<file path="src/rtl/marker_gen.sv">
// Bullseye-row test pattern source: one striped marker on a grey frame.
// Define MARKER_GEN_NOISE_EN to add LFSR single-pixel band glitches.
module marker_gen #(
    parameter int         H_ACTIVE      = 1024,
    parameter int         V_ACTIVE      = 768,
    parameter int         MARKER_ROWS   = 32,
    parameter int         LEFT_STRIPES  = 5,
    parameter int         RIGHT_STRIPES = 4,
    parameter logic [2:0] WHITE_RGB     = 3'b111,
    parameter logic [2:0] BLACK_RGB     = 3'b000,
    parameter logic [2:0] BG_RGB        = 3'b010
) (
    input  logic        clk_in,
    input  logic        rst_n_in,
    input  logic        start_in,
    input  logic        pixel_en_in,
    input  logic [10:0] centre_x_in,
    input  logic [10:0] centre_y_in,
    input  logic [7:0]  stripe_w_in,
    output logic        busy_out,
    output logic        valid_out,
    output logic [2:0]  rgb_out,
    output logic [10:0] hcount_out,
    output logic [10:0] vcount_out,
    output logic        line_end_out,
    output logic        frame_end_out
);

    localparam int NBANDS = LEFT_STRIPES + RIGHT_STRIPES + 1;
    localparam int HALF   = MARKER_ROWS / 2;

    localparam logic [3:0]  LAST_BAND = 4'(NBANDS - 1);
    localparam logic [3:0]  CTR_BAND  = 4'(LEFT_STRIPES);
    localparam logic [10:0] H_LAST    = 11'(H_ACTIVE - 1);
    localparam logic [10:0] V_LAST    = 11'(V_ACTIVE - 1);

    localparam logic [2:0] S_IDLE    = 3'd0;
    localparam logic [2:0] S_BG_PRE  = 3'd1;
    localparam logic [2:0] S_BAND    = 3'd2;
    localparam logic [2:0] S_BG_POST = 3'd3;
    localparam logic [2:0] S_DONE    = 3'd4;
    localparam logic [2:0] S_COOL    = 3'd5;

    function automatic logic f_row_on(
        input logic [10:0] row,
        input logic [10:0] cy
    );
        logic [11:0] r;
        logic [11:0] c;
        r = {1'b0, row};
        c = {1'b0, cy};
        return (r + 12'(HALF) >= c) && (r < c + 12'(MARKER_ROWS - HALF));
    endfunction

    function automatic logic signed [12:0] f_x0(
        input logic [10:0] cx,
        input logic [7:0]  w
    );
        logic [12:0] a;
        a = {2'b00, cx} - 13'(w) * 13'(LEFT_STRIPES + 1);
        return $signed(a);
    endfunction

    // Row-start state; a marker clipped on the left is entered mid-band.
    function automatic logic [15:0] f_entry(
        input logic [10:0]        row,
        input logic [10:0]        cy,
        input logic signed [12:0] x0,
        input logic [7:0]         w
    );
        logic [12:0] n;
        logic [12:0] e;
        logic [3:0]  b;
        logic [8:0]  rem;
        logic [2:0]  st;
        st  = S_BG_PRE;
        b   = 4'd0;
        rem = 9'd0;
        n   = 13'd0 - $unsigned(x0);
        if (f_row_on(row, cy) && !(x0 > 13'sd0)) begin
            st = S_BG_POST;
            for (int k = NBANDS - 1; k >= 0; k--) begin
                e = 13'(w) * 13'((k < LEFT_STRIPES) ? k + 1 : k + 2);
                if (n < e) begin
                    st  = S_BAND;
                    b   = 4'(k);
                    rem = 9'(e - n);
                end
            end
        end
        return {st, b, rem};
    endfunction

    logic [2:0]         r_state;
    logic [3:0]         r_band;
    logic [8:0]         r_cnt;
    logic [10:0]        r_h;
    logic [10:0]        r_v;
    logic [10:0]        r_cy;
    logic [7:0]         r_w;
    logic signed [12:0] r_x0;
    logic               r_busy;
    logic               r_valid;
    logic [2:0]         r_rgb;
    logic [10:0]        r_hcnt;
    logic [10:0]        r_vcnt;
    logic               r_le;
    logic               r_fe;

    logic [7:0]         w_w_in;
    logic signed [12:0] w_x0_in;
    logic [15:0]        w_entry0;
    logic [15:0]        w_entry_nxt;
    logic               w_row_on;
    logic               w_glitch;
    logic [2:0]         w_pix_rgb;
    logic [2:0]         w_nstate;
    logic [3:0]         w_nband;
    logic [8:0]         w_ncnt;
    logic [10:0]        w_nh;
    logic [10:0]        w_nv;

    assign w_w_in      = (stripe_w_in == 8'd0) ? 8'd1 : stripe_w_in;
    assign w_x0_in     = f_x0(centre_x_in, w_w_in);
    assign w_entry0    = f_entry(11'd0, centre_y_in, w_x0_in, w_w_in);
    assign w_entry_nxt = f_entry(r_v + 11'd1, r_cy, r_x0, r_w);
    assign w_row_on    = f_row_on(r_v, r_cy);

`ifdef MARKER_GEN_NOISE_EN
    logic [15:0] r_lfsr;
    logic        r_glitch_prev;
    logic        w_fb;

    assign w_fb     = r_lfsr[15] ^ r_lfsr[13] ^ r_lfsr[12] ^ r_lfsr[10];
    assign w_glitch = (r_state == S_BAND) && (r_lfsr[7:0] == 8'h00)
                      && !r_glitch_prev;

    always_ff @(posedge clk_in or negedge rst_n_in) begin
        if (!rst_n_in) begin
            r_lfsr        <= 16'hACE1;
            r_glitch_prev <= 1'b0;
        end else if (r_busy && pixel_en_in &&
                     (r_state == S_BG_PRE || r_state == S_BAND ||
                      r_state == S_BG_POST)) begin
            r_lfsr        <= {r_lfsr[14:0], w_fb};
            r_glitch_prev <= w_glitch;
        end
    end
`else
    assign w_glitch = 1'b0;
`endif

    always_comb begin
        w_pix_rgb = BG_RGB;
        if (r_state == S_BAND)
            w_pix_rgb = (r_band[0] ^ w_glitch) ? WHITE_RGB : BLACK_RGB;
    end

    always_comb begin
        w_nstate = r_state;
        w_nband  = r_band;
        w_ncnt   = r_cnt;
        w_nh     = r_h + 11'd1;
        w_nv     = r_v;
        if (r_h == H_LAST) begin
            w_nh = 11'd0;
            if (r_v == V_LAST) begin
                w_nstate = S_DONE;
            end else begin
                w_nv = r_v + 11'd1;
                {w_nstate, w_nband, w_ncnt} = w_entry_nxt;
            end
        end else begin
            case (r_state)
                S_BG_PRE: begin
                    if (w_row_on &&
                        r_x0 == $signed({2'b00, r_h + 11'd1})) begin
                        w_nstate = S_BAND;
                        w_nband  = 4'd0;
                        w_ncnt   = {1'b0, r_w};
                    end
                end
                S_BAND: begin
                    if (r_cnt > 9'd1) begin
                        w_ncnt = r_cnt - 9'd1;
                    end else if (r_band == LAST_BAND) begin
                        w_nstate = S_BG_POST;
                    end else begin
                        w_nband = r_band + 4'd1;
                        w_ncnt  = (r_band + 4'd1 == CTR_BAND) ?
                                  {r_w, 1'b0} : {1'b0, r_w};
                    end
                end
                default: ;
            endcase
        end
    end

    always_ff @(posedge clk_in or negedge rst_n_in) begin
        if (!rst_n_in) begin
            r_state <= S_IDLE;
            r_band  <= 4'd0;
            r_cnt   <= 9'd0;
            r_h     <= 11'd0;
            r_v     <= 11'd0;
            r_cy    <= 11'd0;
            r_w     <= 8'd0;
            r_x0    <= 13'sd0;
            r_busy  <= 1'b0;
            r_valid <= 1'b0;
            r_rgb   <= 3'd0;
            r_hcnt  <= 11'd0;
            r_vcnt  <= 11'd0;
            r_le    <= 1'b0;
            r_fe    <= 1'b0;
        end else begin
            case (r_state)
                S_IDLE: begin
                    r_valid <= 1'b0;
                    if (start_in) begin
                        r_cy   <= centre_y_in;
                        r_w    <= w_w_in;
                        r_x0   <= w_x0_in;
                        r_busy <= 1'b1;
                        r_h    <= 11'd0;
                        r_v    <= 11'd0;
                        {r_state, r_band, r_cnt} <= w_entry0;
                    end
                end
                S_DONE: begin
                    r_valid <= 1'b0;
                    r_busy  <= 1'b0;
                    r_state <= S_COOL;
                end
                // One dead cycle after busy drops before a new start is taken.
                S_COOL: begin
                    r_valid <= 1'b0;
                    r_state <= S_IDLE;
                end
                default: begin
                    r_valid <= pixel_en_in;
                    if (pixel_en_in) begin
                        r_rgb   <= w_pix_rgb;
                        r_hcnt  <= r_h;
                        r_vcnt  <= r_v;
                        r_le    <= (r_h == H_LAST);
                        r_fe    <= (r_h == H_LAST) && (r_v == V_LAST);
                        r_state <= w_nstate;
                        r_band  <= w_nband;
                        r_cnt   <= w_ncnt;
                        r_h     <= w_nh;
                        r_v     <= w_nv;
                    end
                end
            endcase
        end
    end

    assign busy_out      = r_busy;
    assign valid_out     = r_valid;
    assign rgb_out       = r_rgb;
    assign hcount_out    = r_hcnt;
    assign vcount_out    = r_vcnt;
    assign line_end_out  = r_le;
    assign frame_end_out = r_fe;

endmodule

</file>
<file path="config.mk">
export PLATFORM = sky130hd
export DESIGN_NAME = marker_gen
export DESIGN_NICKNAME = d
export VERILOG_FILES = /design/src/rtl/marker_gen.sv
export SDC_FILE = /design/constraint.sdc
export NUM_CORES = 1
export LEC_CHECK = 0
export CORE_MARGIN = 8
export CORE_UTILIZATION = 45
export DETAILED_ROUTE_END_ITERATION = 7
export GPL_ROUTABILITY_DRIVEN = 1
export SETUP_SLACK_MARGIN = 0.4
export SLEW_MARGIN = 20
export SYNTH_ARGS = -nofsm -noshare
export SYNTH_HDL_FRONTEND = slang
export SYNTH_SLANG_ARGS = --single-unit
</file>
<file path="constraint.sdc">
create_clock -name clk_in -period 12.8 [get_ports clk_in]
set_input_delay 1.92 -clock clk_in [delete_from_list [all_inputs] [get_ports clk_in]]
set_output_delay 1.92 -clock clk_in [all_outputs]
set_load 0.1 [all_outputs]
</file>
==> impl_metrics.tcl, run 1 <==
set metrics [dict create \
    cellLeakagePower_nw 11.1 \
    cellPowerDensity_nw_per_um2 127 \
    synth_edf_count 0 \
    dieHeight_um 233 \
    synth_common_cells "ha_1 (437), inv_1 (248), nand2_1 (243)" \
    crit_arrival_ns 11.52 \
    clockRootBuffer "clkbuf_16" \
    drt_iter0_markers 1610 \
    synth_top_area_frac 0.257 \
    r2r_setup_slack_ns 6.30 \
    worstSkewPairLatency_ns 0.37 \
    seq_area_frac_synth 0.114 \
    internal-power_mw 1.29 \
    insertedDiodeCount 0 \
    highest_layer "met4" \
    coreArea_um2 46600 \
    cts-hold-fix-buffers 0 \
    hold_class "reg2reg" \
    worst_pin_slew_ns 1.06 \
    rsz0062_at_grt "false" \
    met1_length_mm 35.3 \
    post_cts_resized 0 \
    ys_seq_elements 97 \
    status "finished, final reports clean" \
    hold_viol_final 0 \
    htree_levels 3 \
    clk_pin_slew_worst_paths_ns 0.07 \
    clkSinkCount 97 \
    syn_area_um2 21200 \
    setup_viol 0 \
    die_x_um 233 \
    dr_wl_met2_mm 39.7 \
    hold_depth 2 \
    first_global_vias 20160 \
    pwr-share-comb 0.776 \
    finalWirelength_mm 83.7 \
    swShare 0.559 \
    routed_via_density 6.03 \
    fin_total_pwr_mw 2.92 \
    ys_types 108 \
    seqPwrFrac 0.123 \
    power.switching_mw 1.64 \
    wl_per_cell_um 24.9 \
    worstSetupEndpointType "flip-flop" \
    crit_path_frequent_cell "ha_1" \
    grt_pass1_wl_mm 126 \
    max_cap_violations 0 \
    track_usage 0.304 \
    drive_gt1_frac 0.0418 \
    first_pass_iters 6 \
    r2r_cells 25 \
    drc 0 \
    areaGrowthSynthToFinish_pct 8.06 \
    finalMaxSlewViolations 0 \
    dr_wl_met3_mm 3.55 \
    synth_nets 3209 \
    postCtsSetupBuffers 0 \
    critPathSlowestCell "clkdlybuf4s50_1" \
    hpwl_mm 69.6 \
    drtAntennaViolNets 0 \
    grt_max_degree 79 \
    cts_tree "done" \
    clock_skew_ns 0.0117 \
    syn_inst 2704 \
    crit_path_start_kind "input pin" \
    cts_buffers 9 \
    asyncSetResetFlopFracSynth 1.00 \
    finalSetupTns_ns 0 \
    ir_worst_vdd_v 0.000109 \
    yosys.area.top_type "ha_1" \
    antenna_found_initial 0 \
    p_clk_frac 0.101 \
    fin_nets 3250 \
    crit_required_ns 13.05 \
    final.min_clock_period_ns 11.28 \
    io_pins 63 \
    worstSetupPathType "in2reg" \
    period_share 0.881 \
    synth_ff_type "dfrtp_1" \
    pre_cts_ws_ns 1.26 \
    synth_warnings 0 \
    start_util 0.456 \
    dieArea_um2 54400 \
    io_buffers 62 \
    avgSynthCellArea_um2 7.86 \
    num_rows 79 \
    critPathMaxFanout 18 \
    clk_path_buf_depth 2 \
    relSlewSlack 0.290 \
    slowest_delay_ns 0.97 \
    dr_total_vias 20236 \
    overflow 0 \
    fmax_mhz 88.7 \
    yosysMostFrequentCell "ha_1" \
    setup_ws_ns 1.52 \
    ys_top_cells_by_area "ha_1 (26%), dfrtp_1 (11%), xnor2_1 (7.0%)" \
    gp_congestion 1.03 \
]
## power groups by stage
stage	clock network (mW)	logic, mW	registers [mW]
after CTS	0.303	2.25	0.358
final	0.297	2.27	0.359
after global routing	0.313	2.43	0.363
after floorplan	0	1.43	0.403
after detailed placement	0	2.24	0.364
after global placement	0	2.25	0.364
## stage by stage
stage           util  std cells  area [µm²]  hold WS (ns)
2_1_floorplan      -       2704       21200         0.476
3_3_place_gp   0.486       3341       22600         0.460
3_5_place_dp   0.486       3341       22600         0.462
4_1_cts        0.493       3357       22900         0.480
5_1_grt        0.493       3357       23000         0.520
6_report       0.493       3357       23000         0.478
## worst paths after layout
| path | endpoint | from |
|---|---|---|
| worst min register to register | hcount_out[0] | hcount_out[0] |
| min in group asynchronous | vcount_out[6] | rst_n_in |
| max in group asynchronous | r_x0[7] | rst_n_in |
| worst max register to register | r_cnt[5] | r_w[2] |
| worst max-delay path | r_cnt[0] | stripe_w_in[4] |
| worst min-delay path | hcount_out[0] | hcount_out[0] |
## worst max-delay path, delay by kind of cell
family	cells	cell delay, ns
adder cells (fa/ha/maj)	5	1.76
XOR/XNOR	2	0.96
multiplexers	1	0.28
buffers and inverters	4	1.79
AO/OA/AOI/OAI	11	2.89
AND/OR/NAND/NOR	7	1.88
## kinds of logic after synthesis
family | count (synthesis) | share of synthesized area
buffers and inverters | 321 | 0.0585
flip-flops | 97 | 0.114
AO/OA/AOI/OAI | 855 | 0.265
AND/OR/NAND/NOR | 691 | 0.157
adder cells (fa/ha/maj) | 475 | 0.291
multiplexers | 13 | 0.00630
XOR/XNOR | 252 | 0.107
## state kept, by name, indices dropped and copies added (netlist names)
| signal | flops |
|---|---|
| r_cnt | 9 |
| line_end_out | 1 |
| r_state | 3 |
| hcount_out | 11 |
| r_w | 8 |
| r_h | 11 |
| r_v | 11 |
| frame_end_out | 1 |
| valid_out | 1 |
| r_x0 | 12 |
| vcount_out | 11 |
| rgb_out | 2 |
| r_band | 4 |
| busy_out | 1 |
| r_cy | 11 |
## layout by cell type (no fill, tap or decap), types with 13 or more instances in the layout
cell             netlist  layout
a211oi_1              29      29
a21boi_0              14      14
a21o_1                85      85
a21oi_1              214     214
a31oi_1               29      29
and3_1                13      13
buf_4                  3      38
clkdlybuf4s50_1        0      61
dfrtp_1               97      97
fa_1                  34      34
ha_1                 437     437
inv_1                248     248
nand2_1              243     243
nand2b_1              34      34
nand3_1               45      45
nand4_1               17      17
nor2_1               165     165
nor2b_1               38      38
nor3_1                51      48
o2111ai_1             14      14
o211ai_1              18      18
o21a_1                54      54
o21ai_0              185     185
o21bai_1              48      48
o22ai_1               14      14
o31ai_1               21      21
or3_1                 16      16
xnor2_1              169     169
xor2_1                78      77
## metal layers
layer / GRT usage / vias up
met5: 0 / -
met4: 0.165 / 0
met3: 0.0272 / 192
met2: 0.522 / 637
li1: - / 9721
met1: 0.371 / 9686
## area by class of cell
cell class                      count  area [µm²]
Clock buffer                       10         239
Timing Repair Buffer              100         907
Inverter                          251         945
Tap cell                          607         759
Multi-Input combinational cell   2286       17600
Fill cell                        4698       23600
Clock inverter                      6        73.8
Sequential cell                    97        2430
No activity file was read; power rests on OpenSTA's default activity.
==> run 2, diff against run 1 <==
--- a/config.mk
+++ b/config.mk
@@ -9,7 +9,6 @@
 export CORE_UTILIZATION = 45
 export DETAILED_ROUTE_END_ITERATION = 7
 export GPL_ROUTABILITY_DRIVEN = 1
-export SETUP_SLACK_MARGIN = 0.4
 export SLEW_MARGIN = 20
 export SYNTH_ARGS = -nofsm -noshare
 export SYNTH_HDL_FRONTEND = slang
==> results of run 2 <==
The final DEF is identical to that of run 1; final timing and power are the same.
